`config.mk`:
```
export PLATFORM = sky130hd
export DESIGN_NAME = metronome_gen
export DESIGN_NICKNAME = d
export VERILOG_FILES = /design/src/rtl/metronome_gen.sv
export SDC_FILE = /design/constraint.sdc
export NUM_CORES = 1
export LEC_CHECK = 0
export BUFFER_PORTS_ARGS = -buffer_cell sky130_fd_sc_hd__buf_4
export CAP_MARGIN = 0
export CORE_UTILIZATION = 64
export DETAILED_ROUTE_END_ITERATION = 6
export GPL_ROUTABILITY_DRIVEN = 0
export PLACE_DENSITY = 0.81
export SLEW_MARGIN = 5
export SYNTH_ARGS = -nofsm -noshare
export SYNTH_HDL_FRONTEND = slang
export SYNTH_SLANG_ARGS = --single-unit
```
`constraint.sdc`:
```
create_clock -name clk -period 3.8 [get_ports clk]
set_input_delay 0.57 -clock clk [delete_from_list [all_inputs] [get_ports clk]]
set_output_delay 0.57 -clock clk [all_outputs]
set_load 0.1 [all_outputs]
```
`src/rtl/metronome_gen.sv`:
```
// metronome_gen: beat square-wave generator with bar tracking and request-driven tempo
// Optional downbeat accent output enabled by defining METRONOME_ACCENT_EN.
module metronome_gen #(
  parameter int PERIOD_INIT   = 6000000,
  parameter int PERIOD_MIN    = 1200000,
  parameter int PERIOD_MAX    = 24000000,
  parameter int PERIOD_STEP   = 600000,
  parameter int BEATS_PER_BAR = 4
) (
  input  logic       clk,
  input  logic       rstn,
  input  logic       start,
  input  logic       stop,
  input  logic       tempo_up,
  input  logic       tempo_down,
  output logic       metronome,
  output logic [2:0] beat_idx,
  output logic       bar_start,
  output logic       running,
  output logic       accent
);
  localparam logic [25:0] P_INIT = 26'(PERIOD_INIT);
  localparam logic [25:0] P_MIN  = 26'(PERIOD_MIN);
  localparam logic [25:0] P_MAX  = 26'(PERIOD_MAX);
  localparam logic [25:0] P_STEP = 26'(PERIOD_STEP);
  localparam logic [2:0]  B_LAST = 3'(BEATS_PER_BAR - 1);
  typedef enum logic {IDLE, RUN} state_t;
  state_t      state;
  logic [25:0] cnt;
  logic [25:0] period;
  logic [25:0] pending;
  logic [25:0] pending_nx;
  logic [2:0]  beat_nx;
  logic        wrap;
  // saturating tempo update; simultaneous up/down cancel out
  always_comb begin
    pending_nx = tempo_up && !tempo_down ? (pending < P_MIN + P_STEP ? P_MIN : pending - P_STEP) :
                 tempo_down && !tempo_up ? (pending > P_MAX - P_STEP ? P_MAX : pending + P_STEP) :
                 pending;
    wrap       = cnt == period - 26'd1;
    beat_nx    = beat_idx == B_LAST ? 3'd0 : beat_idx + 3'd1;
  end
  // run/idle FSM with beat counter; period only reloads at a beat boundary or on start
  always_ff @(posedge clk or negedge rstn) begin
    if (!rstn) begin
      state     <= IDLE;
      cnt       <= '0;
      period    <= P_INIT;
      pending   <= P_INIT;
      beat_idx  <= '0;
      metronome <= 1'b0;
      bar_start <= 1'b0;
      running   <= 1'b0;
    end else begin
      pending <= pending_nx;
      if (state == IDLE) begin
        metronome <= 1'b0;
        bar_start <= 1'b0;
        if (start && !stop) begin
          state    <= RUN;
          running  <= 1'b1;
          cnt      <= '0;
          beat_idx <= '0;
          period   <= pending;
        end
      end else if (stop) begin
        state     <= IDLE;
        running   <= 1'b0;
        metronome <= 1'b0;
        bar_start <= 1'b0;
        cnt       <= '0;
      end else begin
        metronome <= cnt < (period >> 1);
        bar_start <= cnt == 26'd0 && beat_idx == 3'd0;
        cnt       <= wrap ? 26'd0 : cnt + 26'd1;
        if (wrap) begin
          beat_idx <= beat_nx;
          period   <= pending;
        end
      end
    end
  end
`ifdef METRONOME_ACCENT_EN
  assign accent = metronome && beat_idx == 3'd0;
`else
  assign accent = 1'b0;
`endif
endmodule
```
==> metrics, run 1 <==
VDD IR-drop max=between 400 and 500 uV; kind of critical path=flip-flop to flip-flop; largest area contributor in the netlist=dfrtp_1; WP data required=approximately 4100 ps; Initial Util=67.1%; syn_area_per_cell=about 8.5 sq um; # IOs=13; first-pass iteration count of the detailed router=7; sequential area share after synthesis=around 31%; ys async rst share=100%; Die Y=around 99 microns; Psw=1890 uW; Post-synth EDFFs=0; GRT Util Overall=between 30% and 40%; switching portion of total power=about 47%; largest net degree at the start of global routing=74; top cell type's share of synthesized area=around 22%; Final nets=just over 700; Area contributors post-synth=dfrtp_1 22%, dfstp_2 8.8%, ha_1 6.3%, nor2_1 3.5%, xnor2_1 3.5%; Root Buffer=clkbuf_8; Layout Skew=between 15 and 20 ps; clock slew at reported path FFs=90 ps; multi-input logic area=about 3700 sq um; Netlist cell types=76; Pleak=0.00275 uW; clk sinks=between 70 and 80; Area Overhead vs Synth=3.59%; clk buf depth=2; IO Port Bufs=11; Worst EP arrival=3920 ps; Layout fillers=a little under 700; Syn Inst Count=between 700 and 800; mapped cell area=5970 sq um; TritonCTS clock tree=yes; Die Wd=~100 microns; Yosys reg bits=73; Main synth FF type=dfrtp_1; FF-to-FF setup slack=130 ps; Final Non-Filler Cells=800; routed wire length=approximately 15000 microns; hpwl dp=around 11000 microns; row cnt=34; CP endpoint kind=flip-flop; Worst-Margin Slew=approximately 950 ps; Place WS=around 160 ps; Hold Slack=approximately 310 ps; antenna violations before repair=0; vias in the first global route=between 5k and 6k; Slew headroom=between 30% and 40%; first-pass GRT wire length=about 25000 microns; Hold WC Path Type=primary input to asynchronous set/reset pin; setup ws final=roughly 130 ps; Max-Cap Viols=0; # hold bufs at CTS=0; Storage cell area=roughly 1900 sq um; drt via density=6.94; Antenna Nets Post-Route=0; Internal Power=roughly 2100 uW; ant diodes=0; initial drt markers=between 600 and 700; Setup Viol. Count Final=0; Post-Place Cells=781; maximum operating frequency=around 270 MHz; synthesized net count=around 740; drt drc=0; die footprint=9710 sq um; Synth Warn #=0; Final min period=3670 ps; Hold Fails Final Rpt=0; final global-route overflow total=0; power share of the clock group=between 10% and 20%; Flop pwr share=around two fifths; Core ar.=~8900 sq um; combinational power share=47.1%; DR WL/cell=19.0 microns; ratio of cells with drive above 1 in the final layout=between 10% and 20%; cts bufs inserted=9; CTS HTree Levels=3; worst-path maximum fanout=20; Pwr per Cell Area=between 600 and 700 nW/um^2; Slew Limit Fails=0; Vias=5550; Final TNS setup=0 ps; Clock Latency Late Sink=around 370 ps; status=finished clean; crit start category=flip-flop; Final period util=a little over nine tenths
state kept, by name, summed over array words and instances, names as in the netlist:
| name | count |
|---|---|
| bar_start | 1 |
| beat_idx | 3 |
| cnt | 26 |
| metronome | 1 |
| pending | 20 |
| period | 20 |
| running | 1 |
| state | 1 |
worst max-delay path: stages, from the launching register on:
cell and delay, ps:
dfrtp_1 430, inv_1 120, ha_1 160, or4b_2 730, nor4_1 290, xnor2_1 150
nor4_1 350, nand4_1 240, nor4_4 280, buf_4 180, a21oi_2 60, buf_6 220
mux2_4 320
per-layer routing:
layer	track usage (%)	vias to the layer above	wire length, microns	part of all wire (%)
met4	9.07	0	227	1.5
li1	-	2544	-	-
met2	52.4	302	7140	47
met1	46.4	2678	6510	43
met5	0	-	0	0
met3	5.53	26	1310	8.6
area by class of cell:
cell class	instances	area share [%]
flip-flops and latches	73	30.0
inverters	47	2.85
multi-input cells	533	59.1
repair buffers	23	3.06
clock buffers	14	2.63
well taps	108	2.19
clock inverters	2	0.202
kinds of logic after synthesis:
family                     Yosys count  share of synthesized area (%)
buffers and inverters              100                           7.74
and+or+nand+nor                    242                           21.8
DFF                                 73                           31.0
other                                1                         0.0629
muxes                               25                           5.14
AOI/OAI and AO/OA                  202                           23.1
adders and majority gates           30                           6.29
xor gates and xnor gates            33                           4.84
layout by cell type, fill, tap and decap left out, types with 4 or more instances in the layout:
cell      instances
nand4_1          11
o22ai_1           8
mux2i_1          13
o21ai_0          31
nor3b_1           8
a21boi_0          4
o31ai_1          11
nand3_1          20
a31oi_1           8
inv_1            47
nor3_1           24
clkbuf_8         11
mux2_4           11
xnor2_1          24
a21o_1           19
ha_1             30
a21oi_1          40
or4_1             4
nand2_1          45
o211ai_1          8
dfstp_2          20
or4b_2            4
nor4_1           21
dfrtp_1          53
a211o_1           7
o21ai_1          14
buf_4            21
a32o_1            8
xor2_1            9
or3_1             7
and2_1            7
a211oi_1          7
nor2_1           56
or2_2             6
and3_1           10
synthesized netlist by cell type (6+ instances only):
master and instances:
nor2_1 56, dfrtp_1 53, inv_1 47, nand2_1 45, a21oi_1 40, clkbuf_1 36
o21ai_0 31, ha_1 30, nor3_1 24, xnor2_1 24, nor4_1 21, dfstp_2 20
nand3_1 20, a21o_1 19, o21ai_1 14, mux2i_1 13, mux2_4 11, nand4_1 11
o31ai_1 11, and3_1 10, buf_6 9, xor2_1 9, a31oi_1 8, a32o_1 8
nor3b_1 8, o211ai_1 8, o22ai_1 8, a211o_1 7, a211oi_1 7, and2_1 7
or3_1 7, or2_2 6
stage by stage:
stage	power, uW	instance area [sq um]	util (%)
2_1_floorplan	2920	5970	-
3_3_place_gp	3250	5980	67.2
3_5_place_dp	3350	5980	67.2
4_1_cts	3940	6150	69.2
5_1_grt	4260	6180	69.5
6_report	4000	6180	69.5
power groups by stage:
stage / registers, uW / logic, uW / clock network (uW)
final: 1530 / 1880 / 587
after CTS: 1510 / 1840 / 588
after global placement: 1500 / 1740 / 0
after global routing: 1580 / 2060 / 623
after floorplan: 1300 / 1610 / 0
after detailed placement: 1520 / 1820 / 0
path summary, 6_finish.rpt:
kind / start / end / cells past startpoint
min in group clk: stop / state$_DFF_PN0_ / 2
worst min-delay path: rstn / cnt[22]$_DFFE_PN0P_ / 1
worst max register to register: period[6]$_DFFE_PN0P_ / period[12]$_DFFE_PN0P_ / 12
max in group asynchronous: rstn / period[14]$_DFFE_PN0P_ / 1
worst max-delay path: period[6]$_DFFE_PN0P_ / period[12]$_DFFE_PN0P_ / 12
worst min register to register: running$_DFFE_PN0P_ / running$_DFFE_PN0P_ / 1
what timing repair did:
item | 4_1_cts | 5_1_grt
setup buffers | 0 | 3
gates resized for setup | 0 | 1
endpoints found under the setup margin | 0 | 11
(Power assumes the default switching activity.)
==> run 2, diff against run 1 <==
--- a/config.mk
+++ b/config.mk
@@ -7,6 +7,7 @@
 export LEC_CHECK = 0
 export BUFFER_PORTS_ARGS = -buffer_cell sky130_fd_sc_hd__buf_4
 export CAP_MARGIN = 0
+export CORE_ASPECT_RATIO = 2
 export CORE_UTILIZATION = 64
 export DETAILED_ROUTE_END_ITERATION = 6
 export GPL_ROUTABILITY_DRIVEN = 0
==> metrics, run 2 (same netlist as run 1, synthesis figures left out) <==
status=finished clean; Clock Latency Late Sink=340 ps (-30 ps); Vias=5592 (+0.76%); initial drt markers=522 (-22%); Final Non-Filler Cells=792 (-1.0%); Die Y=139 microns (+41%); cts bufs inserted=9 (unchanged); Worst-Margin Slew=947 ps (-7.05 ps); WP buf/inv=2 (-1); CTS HTree Levels=3 (unchanged); kind of critical path=flip-flop to flip-flop; ant diodes=0 (unchanged); Hold Fails Final Rpt=0 (unchanged); Pleak=0.00279 uW (+1.3%); power share of the clock group=18.7% (+4.0 points); Pwr per Cell Area=678 nW/um^2 (+4.6%); Die Wd=70.3 microns (-29%); Slew headroom=36.9% (+0.47 points); largest net degree at the start of global routing=74 (unchanged); Critical Path, Cell by Cell=inv_1 -> ha_1 -> xnor2_1 -> or4_1 -> nor4_1 -> nand4_1 -> nor4_4 -> a21oi_2 -> buf_4 -> mux2_4; DP Area=5960 sq um (-0.38%); setup ws final=217 ps (+85.5 ps); Critical Path Max Stage Delay=630 ps (-100 ps); Top delay family on crit path=simple AND/OR/NAND/NOR gates; final instance area=6260 sq um (+1.3%); # IOs=13 (unchanged); Hold WC Path Type=primary input to asynchronous set/reset pin; # hold bufs at CTS=0 (unchanged); Setup Viol. Count Final=0 (unchanged); Layout fillers=703 (+2.6%); hpwl dp=12200 microns (+14%); worst-path maximum fanout=20 (unchanged); Initial Util=66.2% (-0.90 points); Psw=1920 uW (+1.5%); clk buf depth=2 (unchanged); Antenna Nets Post-Route=0 (unchanged); Final Power=4240 uW (+6.0%); clk sinks=73 (unchanged); GRT Util Overall=35.2% (+2.4 points); Root Buffer=clkbuf_16; Post-Place Cells=773 (-1.0%); row cnt=49 (+44%); Place WS=83.8 ps (-72.8 ps); Layout Skew=7.34 ps (-8.90 ps); first-pass GRT wire length=27100 microns (+6.5%); Final TNS setup=0 ps (unchanged); most common cell after layout, fill and taps aside=nor2_1; routed wire length=16700 microns (+10%); drt via density=7.06 (+1.8%); RSZ-0062 raised after global routing=no; die footprint=9740 sq um (+0.25%); DR WL/cell=21.1 microns (+11%); Area Overhead vs Synth=4.93%; vias in the first global route=5623 (+11%); Slowest-stage cell, CP=or4_1; final global-route overflow total=0 (unchanged); combinational power share=44.9% (-2.2 points); max reg flops=26 (unchanged); crit start category=flip-flop; WP data required=4020 ps (-30 ps); Max-Cap Viols=0 (unchanged); CP endpoint kind=flip-flop; Largest Register=cnt; clock slew at reported path FFs=60 ps (-30 ps); worst reg2reg path depth=10 (-2); Final nets=721 (-0.28%); drt drc=0 (unchanged); Final min period=3580 ps (-85.5 ps); maximum operating frequency=279 MHz (+2.4%); IO Port Bufs=11 (unchanged); Storage cell area=1850 sq um (unchanged); VDD IR-drop max=465 uV (+12%); Flop pwr share=36.5% (-1.7 points); multi-input logic area=3660 sq um (+0.27%); WP depth=10 (-2); ratio of cells with drive above 1 in the final layout=13.0% (-0.40 points); Slew Limit Fails=0 (unchanged); antenna violations before repair=0 (unchanged); TritonCTS clock tree=yes; commonest cells after routing, fill and taps aside=56 x nor2_1, 53 x dfrtp_1, 47 x inv_1, 45 x nand2_1, 40 x a21oi_1; Core ar.=9010 sq um (+1.4%); Final period util=94.3% (-2.2 points); switching portion of total power=45.2% (-2.0 points); largest registers=cnt x26, pending x20, period x20; first-pass iteration count of the detailed router=6 (-1); Worst EP arrival=3810 ps (-110 ps); Internal Power=2320 uW (+10%)
==> run 2: cell count changes in the layout (fill, tap and decap cells not counted), sizes merged <==
cell | before | now
buf | 23 | 21
clkbuf | 14 | 16
clkinv | 1 | 0
clkinvlp | 1 | 0
==> run 2: final timing paths <==
kind                                  startpoint                      to  slack (ps)
max                        period[7]$_DFFE_PN1P_  period[12]$_DFFE_PN0P_         220
min                                         rstn     cnt[12]$_DFFE_PN0P_         350
max reg2reg                period[7]$_DFFE_PN1P_  period[12]$_DFFE_PN0P_         220
min reg2reg                  running$_DFFE_PN0P_     running$_DFFE_PN0P_         520
max in group asynchronous                   rstn      cnt[3]$_DFFE_PN0P_        2790
min in group clk                            stop         state$_DFF_PN0_         460
==> run 2: power groups by stage <==
stage | clock (uW) | combinational, uW | sequential, uW
floorplan | 0 | 1610 | 1300
global placement | 0 | 1770 | 1510
detailed placement | 0 | 1850 | 1530
CTS | 801 | 1860 | 1520
global route | 837 | 2080 | 1580
finish | 792 | 1900 | 1550
==> run 2: per-stage QoR <==
step	hold slack, ps	utilization (%)
after global placement	499	66.1
after CTS	408	69.1
after detailed placement	507	66.1
after floorplan	274	-
final	348	69.5
after global routing	454	69.5
==> run 2: per-layer routing <==
metal	track usage (%)	vias up	wire length, microns
li1	-	2548	-
met1	34.6	2696	5700
met2	64.2	249	9040
met3	5.09	99	727
met4	26.6	0	1240
met5	0	-	0
==> run 2: cell type report <==
cell class,instances,area share [%]
Timing Repair Buffer,21,2.72
Sequential cell,73,29.6
Multi-Input combinational cell,533,58.5
Clock buffer,16,4.34
Tap cell,102,2.04
Inverter,47,2.82
==> run 2: timing repair <==
item	CTS	global route
buffers inserted	0	3
setup endpoints to repair	0	16
resized for setup	0	2
==> run 2: worst register-to-register path: stages, from the launching register on <==
cell and delay, ps:
dfstp_2 550, inv_1 80, ha_1 290, xnor2_1 120, or4_1 630, nor4_1 360
nand4_1 300, nor4_4 440, a21oi_2 100, buf_4 270, mux2_4 340
==> run 3, diff against run 2 <==
--- a/config.mk
+++ b/config.mk
@@ -11,7 +11,7 @@
 export CORE_UTILIZATION = 64
 export DETAILED_ROUTE_END_ITERATION = 6
 export GPL_ROUTABILITY_DRIVEN = 0
-export PLACE_DENSITY = 0.81
+export PLACE_DENSITY = 0.87
 export SLEW_MARGIN = 5
 export SYNTH_ARGS = -nofsm -noshare
 export SYNTH_HDL_FRONTEND = slang
==> metrics, run 3 (same netlist as run 1, synthesis figures left out) <==
status=finished clean; hpwl dp=12000 microns (-1.6%); # hold bufs at CTS=0 (unchanged); kind of critical path=flip-flop to flip-flop; Layout Skew=8.39 ps (+1.05 ps); # IOs=13 (unchanged); Die Y=139 microns (unchanged); Worst-Margin Slew=960 ps (+12.7 ps); Final nets=719 (-0.28%); Post-Place Cells=773 (unchanged); Slew Limit Fails=0 (unchanged); CTS HTree Levels=3 (unchanged); VDD IR-drop max=513 uV (+10%); Flop pwr share=34.8% (-1.7 points); ratio of cells with drive above 1 in the final layout=13.5% (+0.47 points); Largest Register=cnt; Die Wd=70.3 microns (unchanged); clk buf depth=2 (unchanged); TritonCTS clock tree=yes; clk sinks=73 (unchanged); cts bufs inserted=9 (unchanged); Antenna Nets Post-Route=0 (unchanged); Initial Util=66.2% (unchanged); antenna violations before repair=0 (unchanged); RSZ-0062 raised after global routing=no; max reg flops=26 (unchanged); Final period util=96.9% (+2.6 points); Slew headroom=36.0% (-0.85 points); row cnt=49 (unchanged); ant diodes=0 (unchanged); Root Buffer=clkbuf_16; GRT Util Overall=35.7% (+0.43 points); Final Non-Filler Cells=790 (-0.25%); Hold Fails Final Rpt=0 (unchanged); Psw=1960 uW (+2.0%); vias in the first global route=5751 (+2.3%); Hold Slack=358 ps (+10.0 ps); CP endpoint kind=flip-flop; first-pass iteration count of the detailed router=7 (+1); largest net degree at the start of global routing=74 (unchanged); routed wire length=17000 microns (+1.8%); Pleak=0.00281 uW (+0.70%); maximum operating frequency=271 MHz (-2.7%); Clock Latency Late Sink=350 ps (about the same); Final Util=69.9% (+0.49 points); die footprint=9740 sq um (unchanged); Pwr per Cell Area=700 nW/um^2 (+3.3%); Hold WC Path Type=primary input to asynchronous set/reset pin; Max-Cap Viols=0 (unchanged); Vias=5660 (+1.2%); Final min period=3680 ps (+100 ps); most common cell after layout, fill and taps aside=nor2_1; worst-path maximum fanout=20 (unchanged); crit start category=flip-flop; Worst EP arrival=3910 ps (+100 ps); power share of the clock group=21.5% (+2.8 points); WP data required=4030 ps (about the same); DR WL/cell=21.5 microns (+2.0%); initial drt markers=782 (+50%); Final TNS setup=0 ps (unchanged); Internal Power=2450 uW (+5.6%); drt drc=0 (unchanged); Setup Viol. Count Final=0 (unchanged); Final Power=4410 uW (+4.0%); largest registers=cnt x26, pending x20, period x20; final global-route overflow total=0 (unchanged); first-pass GRT wire length=27600 microns (+1.9%); IO Port Bufs=11 (unchanged); Core ar.=9010 sq um (unchanged); switching portion of total power=44.4% (-0.84 points); drt via density=7.16 (+1.5%); clock slew at reported path FFs=60 ps (about the same); combinational power share=43.7% (-1.2 points); commonest cells after routing, fill and taps aside=56 x nor2_1, 53 x dfrtp_1, 47 x inv_1, 45 x nand2_1, 40 x a21oi_1; Area Overhead vs Synth=5.66%
[run 3: changes by cell type in the layout (fill, tap and decap cells not counted), sizes merged]
cell and change:
clkinvlp +1, bufinv +2, clkbuf -5, buf -2, clkinv +2
[run 3: worst max-delay path, cell delays in order, from the launching register on]
cell and delay [ps]:
dfstp_2 550, inv_1 80, ha_1 290, xnor2_1 130, or4_1 640, nor4_1 390, nand4_1 310, nor4_4 470
a21oi_2 100, buf_4 260, mux2_4 330
[run 3: metrics by stage]
step / setup slack (ps) / area (sq um)
after floorplan: 417 / 5970
after global placement: 335 / 5960
after detailed placement: 214 / 5960
after CTS: 216 / 6290
after global routing: 17.7 / 6300
final: 116 / 6300
[run 3: area by class of cell]
| class | count | area, sq um |
|---|---|---|
| Inverter | 47 | 176 |
| Clock buffer | 11 | 253 |
| Timing Repair Buffer | 19 | 155 |
| Fill cell | 664 | 2710 |
| Tap cell | 102 | 128 |
| Clock inverter | 5 | 77.6 |
| Multi-Input combinational cell | 533 | 3660 |
| Sequential cell | 73 | 1850 |
[run 3: repair_timing]
action / in CTS / in global routing
setup endpoints to repair: 0 / 6
setup buffers: 0 / 1
gates resized for setup: 0 / 2
[run 3: layer usage]
| metal | part of all wire, % | global-route usage, % | vias up |
|---|---|---|---|
| li1 | - | - | 2534 |
| met1 | 34 | 36.8 | 2679 |
| met2 | 53 | 62.9 | 332 |
| met3 | 5.4 | 4.72 | 115 |
| met4 | 8.0 | 28.0 | 0 |
| met5 | 0 | 0 | - |
[run 3: final timing paths]
path | cells past startpoint | slack, ps | end | from
min in group clk | 2 | 450 | state$_DFF_PN0_ | stop
setup / recovery | 10 | 120 | period[13]$_DFFE_PN0P_ | period[7]$_DFFE_PN1P_
setup reg to reg | 10 | 120 | period[13]$_DFFE_PN0P_ | period[7]$_DFFE_PN1P_
hold reg to reg | 1 | 540 | running$_DFFE_PN0P_ | running$_DFFE_PN0P_
max in group asynchronous | 1 | 2800 | period[24]$_DFFE_PN0P_ | rstn
hold / removal | 1 | 360 | cnt[6]$_DFFE_PN0P_ | rstn
[run 3: power groups by stage]
| stage | clock network, uW | registers [uW] | logic (uW) |
|---|---|---|---|
| floorplan | 0 | 1300 | 1610 |
| global placement | 0 | 1500 | 1770 |
| detailed placement | 0 | 1520 | 1850 |
| CTS | 948 | 1510 | 1870 |
| global route | 976 | 1580 | 2100 |
| finish | 947 | 1530 | 1930 |
